**config.mk**
```make
export PLATFORM = sky130hd
export DESIGN_NAME = prio_encoder_hs
export DESIGN_NICKNAME = d
export VERILOG_FILES = /design/src/rtl/prio_enc_pkg.sv /design/src/rtl/prio_find.sv /design/src/rtl/prio_encoder_hs.sv
export SDC_FILE = /design/constraint.sdc
export NUM_CORES = 1
export LEC_CHECK = 0
export ABC_AREA = 1
export CORE_AREA = 2 2 39 41
export CTS_BUF_LIST = sky130_fd_sc_hd__clkbuf_8
export DETAILED_ROUTE_END_ITERATION = 8
export DIE_AREA = 0 0 41 43
export PLACE_DENSITY_LB_ADDON = 0.2
export SKIP_LAST_GASP = 1
export SLEW_MARGIN = 20
export SYNTH_ARGS = -nofsm -noshare
export SYNTH_HDL_FRONTEND = slang
export SYNTH_SLANG_ARGS = --single-unit
```
**constraint.sdc**
```tcl
create_clock -name clk -period 2.4 [get_ports clk]
set_input_delay 0.72 -clock clk [delete_from_list [all_inputs] [get_ports clk]]
set_output_delay 0.72 -clock clk [all_outputs]
set_load 0.05 [all_outputs]
```
**src/rtl/prio_enc_pkg.sv**
```systemverilog
// prio_enc_pkg: shared definitions for the handshaked priority encoder.
//   MODE_FIXED / MODE_RR : selection-mode constants for prio_encoder_hs.
//   MAX_N                : widest request vector the encoder supports.
//   popcount()           : counts set bits in the low 'width' bits of a
//                          vector zero-extended to MAX_N bits.
package prio_enc_pkg;

  localparam int MODE_FIXED = 0;
  localparam int MODE_RR    = 1;
  localparam int MAX_N      = 64;

  // Only the lowest 'width' bits are counted, so a caller can pass a
  // narrower vector zero-extended to MAX_N without any stray bits counting.
  function automatic logic [6:0] popcount(input logic [MAX_N-1:0] vec,
                                          input int               width);
    logic [6:0] cnt;
    cnt = '0;
    for (int i = 0; i < MAX_N; i++) begin
      if (i < width && vec[i]) cnt = cnt + 7'd1;
    end
    return cnt;
  endfunction

endpackage

```
**src/rtl/prio_find.sv**
```systemverilog
// prio_find: combinational highest-set-bit finder.
//   vec   in  N   vector to scan
//   idx   out IW  index of the highest set bit (0 when none is set)
//   found out 1   at least one bit of vec is set
module prio_find #(
  parameter  int N  = 4,
  localparam int IW = $clog2(N)
) (
  input  logic [N-1:0]  vec,
  output logic [IW-1:0] idx,
  output logic          found
);

  // Scan upward so that the last set bit seen, the highest one, wins.
  always_comb begin
    idx   = '0;
    found = 1'b0;
    for (int i = 0; i < N; i++) begin
      if (vec[i]) begin
        idx   = IW'(i);
        found = 1'b1;
      end
    end
  end

endmodule

```
**src/rtl/prio_encoder_hs.sv**
```systemverilog
// prio_encoder_hs: registered N-to-log2(N) priority encoder with valid/ready
// handshakes on both sides, one register stage of latency.
//   clk, rst_n          clock, asynchronous active-low reset
//   in_valid/in_ready   input handshake; req is sampled on the transfer edge
//   req[N-1:0]          request vector
//   out_valid/out_ready output handshake
//   out_idx[IW-1:0]     selected line
//   out_found           at least one request was set
//   out_cnt[CW-1:0]     popcount of the accepted request vector
// Optional (macro PRIO_ENC_MULTIHOT_ERR_EN):
//   err_clr   in   clear the sticky multi-hot flag on the next edge
//   err_multi out  sticky flag, set when an accepted req has >1 bit set
// MODE selects fixed priority (highest index wins) or round-robin.
module prio_encoder_hs
  import prio_enc_pkg::*;
#(
  parameter  int N    = 4,
  parameter  int MODE = MODE_FIXED,
  localparam int IW   = $clog2(N),
  localparam int CW   = $clog2(N + 1)
) (
  input  logic          clk,
  input  logic          rst_n,
  input  logic          in_valid,
  output logic          in_ready,
  input  logic [N-1:0]  req,
  output logic          out_valid,
  input  logic          out_ready,
  output logic [IW-1:0] out_idx,
  output logic          out_found,
  output logic [CW-1:0] out_cnt
`ifdef PRIO_ENC_MULTIHOT_ERR_EN
  ,
  input  logic          err_clr,
  output logic          err_multi
`endif
);

  logic             in_xfer;
  logic             out_xfer;
  logic [IW-1:0]    sel_idx;
  logic             sel_found;
  logic [CW-1:0]    sel_cnt;
  logic [MAX_N-1:0] req_ext;

  // No skid buffer: a new vector is taken only when the result register is
  // empty or being drained in the same cycle.
  assign in_ready = !out_valid || out_ready;
  assign in_xfer  = in_valid && in_ready;
  assign out_xfer = out_valid && out_ready;

  always_comb begin
    req_ext        = '0;
    req_ext[N-1:0] = req;
  end

  assign sel_cnt = CW'(popcount(req_ext, N));

  generate
    if (MODE == MODE_RR) begin : g_rr
      logic [IW-1:0] ptr;
      logic [IW-1:0] src;
      logic [N-1:0]  scan_vec;
      logic [IW-1:0] scan_idx;
      logic          scan_found;

      // Rotate req so that line ptr lands on the top bit and later lines
      // follow downward; the highest-bit finder then picks the first set
      // line met when scanning upward from ptr with wrap-around.
      always_comb begin
        src      = '0;
        scan_vec = '0;
        for (int k = 0; k < N; k++) begin
          src         = IW'((int'(ptr) + N - 1 - k) % N);
          scan_vec[k] = req[src];
        end
      end

      prio_find #(.N(N)) u_find (
        .vec   (scan_vec),
        .idx   (scan_idx),
        .found (scan_found)
      );

      assign sel_found = scan_found;
      assign sel_idx   = scan_found ?
                         IW'((int'(ptr) + N - 1 - int'(scan_idx)) % N) : '0;

      // Move the pointer just past the winner so it gets lowest priority
      // next time; empty transfers leave the pointer where it is.
      always_ff @(posedge clk or negedge rst_n) begin
        if (!rst_n) begin
          ptr <= '0;
        end else if (in_xfer && sel_found) begin
          ptr <= (sel_idx == IW'(N - 1)) ? '0 : sel_idx + IW'(1);
        end
      end
    end else begin : g_fixed
      prio_find #(.N(N)) u_find (
        .vec   (req),
        .idx   (sel_idx),
        .found (sel_found)
      );
    end
  endgenerate

  // Result register: an input transfer always loads a fresh result, which
  // also covers the simultaneous input/output case; a lone output transfer
  // just empties the register.
  always_ff @(posedge clk or negedge rst_n) begin
    if (!rst_n) begin
      out_valid <= 1'b0;
      out_idx   <= '0;
      out_found <= 1'b0;
      out_cnt   <= '0;
    end else if (in_xfer) begin
      out_valid <= 1'b1;
      out_idx   <= sel_idx;
      out_found <= sel_found;
      out_cnt   <= sel_cnt;
    end else if (out_xfer) begin
      out_valid <= 1'b0;
    end
  end

`ifdef PRIO_ENC_MULTIHOT_ERR_EN
  // Sticky multi-hot flag; a new offending transfer beats a clear request
  // in the same cycle so no violation is ever lost.
  always_ff @(posedge clk or negedge rst_n) begin
    if (!rst_n) begin
      err_multi <= 1'b0;
    end else if (in_xfer && (sel_cnt > CW'(1))) begin
      err_multi <= 1'b1;
    end else if (err_clr) begin
      err_multi <= 1'b0;
    end
  end
`endif

endmodule
```
==> summary.txt <==
Status
  – Outcome: finished clean

Floorplanning
  – Area of the die: 1760 µm²
  – FP Rows: 14
  – Top Ports: 16
  – Initial core utilization: 0.307
  – Die Wd: 41 µm
  – Die Y: 43 µm
  – Core ar.: 1380 µm²

STA
  – Setup TNS: 0 ns
  – Final worst-path cycle share: 0.946
  – Slew Limit Fails: 0
  – Final hold vios: 0
  – Fmax: 440 MHz
  – Worst-margin pin slew: 0.490 ns
  – Min Clock Period, post-route: 2.27 ns
  – Max-Slew Margin vs Limit: 0.672
  – WHS: 0.476 ns
  – Final setup viols: 0
  – Clk_skew: 0.00140 ns

Pwr
  – Leakage: 0.375 nW
  – PD cells: 699 nW/µm²
  – Worst VDD drop: 202 µV

Worst setup path
  – Worst-path maximum fanout: 3
  – Worst path required time: 2.51 ns
  – CP Launch Type: primary input
  – CP endpoint kind: flip-flop
  – Crit Path Class: primary input to flip-flop
  – Arr. time, crit path: 2.38 ns

CTS
  – Post-CTS resize count: 0
  – Number of CTS-inserted buffers: 3
  – Later-pin clock latency in the skew report: 0.22 ns
  – Clock slew at reported path FFs: 0.04 ns
  – CTS tree: done
  – CTS sink cnt: 7
  – Clock Path Buffers: 2
  – Post-CTS Hold Buffers: 0
  – H-tree depth: 1
  – Post-CTS Setup Inserts: 0
  – Root Driver: clkbuf_8

Global routing
  – Initial antenna violation count: 0
  – Grt ovf: 0
  – Vias in the first global route: 399
  – GR Util All Layers: 0.124
  – Pin count of the biggest net entering global routing: 11
  – First-pass GRT wire length: 1520 µm

Final layout
  – Nets@finish: 94
  – Area grow syn2layout: 64.9%
  – Layout cell share with drive strength beyond 1: 0.210
  – Diode count: 0

Logic synthesis
  – Sequential area share after synthesis: 0.413
  – Biggest area consumer among synthesized cells: dfrtp_1
  – Number of library cell types mapped by synthesis: 11
  – Syn_nets: 69
  – Yosys reg bits: 7
  – Post-synth top area share: 0.413
  – Syn avg cell area: 7.44 µm²
  – Gate Count Post-Synth: 57
  – Ys Warns: 0
  – Synth area leaders: dfrtp_1, nand2_1, ha_1
  – Post-Syn Area: 424 µm²

Routing
  – DR WL/cell: 9.29 µm
  – DR vias/cell: 4.30
  – DRC Markers: 0
  – First DRT Iteration DRCs: 7
  – Router iterations before antenna repair: 4
  – Vias: 417
  – Final ANT Viol Nets: 0
  – Routed wire length: 901 µm

Job
  – Max Cap Viol: 0

Placed design
  – Final GP Congestion: 0.823
  – Post-DP HPWL: 691 µm
  – Input/output buffers: 15

Hold path
  – Worst Hold Class: flip-flop to flip-flop
[Yosys cell counts]
| library cell | instances |
|---|---|
| o21ai_0 | 3 |
| inv_1 | 8 |
| nor2_1 | 1 |
| a21oi_1 | 1 |
| ha_1 | 4 |
| nand3_1 | 7 |
| dfrtp_1 | 7 |
| inv_2 | 3 |
| or2_0 | 1 |
| nand2_1 | 18 |
| nand2_2 | 4 |
[state kept, by name, indices dropped and copies added, names as in the netlist]
signal	count
out_cnt	3
out_idx	2
out_found	1
out_valid	1
[report_power, final]
group	switching, mW	internal [mW]	leakage (nW)	total (mW)
sequential	0.00947	0.136	0.0836	0.146
clock	0.0467	0.110	0.0269	0.157
combinational	0.116	0.0707	0.264	0.186
[per-layer routing]
metal,GRT usage,vias up,routed length [µm]
met3,0.0157,0,41
met4,0.0800,0,0
li1,-,223,-
met5,0,-,0
met2,0.181,12,461
met1,0.165,182,399
[through the flow]
step | setup slack [ns] | instances | cell area, µm² | power (mW) | utilization
final | 0.130 | 97 | 699 | 0.489 | 0.505
after global routing | -0.00671 | 97 | 699 | 0.518 | 0.505
after CTS | 0.0824 | 97 | 687 | 0.493 | 0.496
after detailed placement | -0.150 | 93 | 642 | 0.331 | 0.464
after global placement | -0.108 | 93 | 642 | 0.329 | 0.464
after floorplan | 0.433 | 57 | 424 | 0.256 | -
[cell families after synthesis]
| group | after synthesis | share of synthesized area |
|---|---|---|
| AO/OA/AOI/OAI | 4 | 0.0472 |
| adder cells (fa/ha/maj) | 4 | 0.118 |
| buffers and inverters | 11 | 0.0973 |
| flip-flops | 7 | 0.413 |
| AND/OR/NAND/NOR | 31 | 0.324 |
[cell usage in the layout (no fill, tap or decap), types with 3 or more instances in the layout]
cell type	synthesis	routed
buf_4	0	5
clkbuf_8	0	3
clkdlybuf4s50_1	0	14
dfrtp_1	7	7
ha_1	4	3
inv_1	8	9
inv_2	3	3
nand2_1	18	18
nand2_2	4	4
nand3_1	7	7
[final timing paths]
kind	startpoint	endpoint	slack, ns	cells after the start
min reg2reg	out_found$_DFFE_PN0P_	out_found$_DFFE_PN0P_	0.48	2
max	req[1]	out_cnt[1]$_DFFE_PN0P_	0.13	10
min in group asynchronous	rst_n	out_idx[1]$_DFFE_PN0P_	0.75	1
max reg2reg	out_valid$_DFFE_PN0P_	out_cnt[1]$_DFFE_PN0P_	1.45	5
max in group asynchronous	rst_n	out_cnt[1]$_DFFE_PN0P_	1.42	1
min	out_found$_DFFE_PN0P_	out_found$_DFFE_PN0P_	0.48	2
[cell type report]
class | count | area [µm²]
Clock buffer | 3 | 41.3
Clock inverter | 1 | 3.75
Fill cell | 138 | 684
Inverter | 11 | 41.3
Multi-Input combinational cell | 39 | 220
Sequential cell | 7 | 175
Tap cell | 16 | 20.0
Timing Repair Buffer | 20 | 198
[critical path, cell delays in order]
cell             delay (ns)
clkdlybuf4s50_1        0.47
inv_1                  0.09
ha_4                   0.28
nand2_1                0.07
nand2_2                0.08
inv_1                  0.04
ha_1                   0.27
or2_0                  0.22
nand3_1                0.08
nand2_1                0.05
Power figures use the tool's default switching activity.
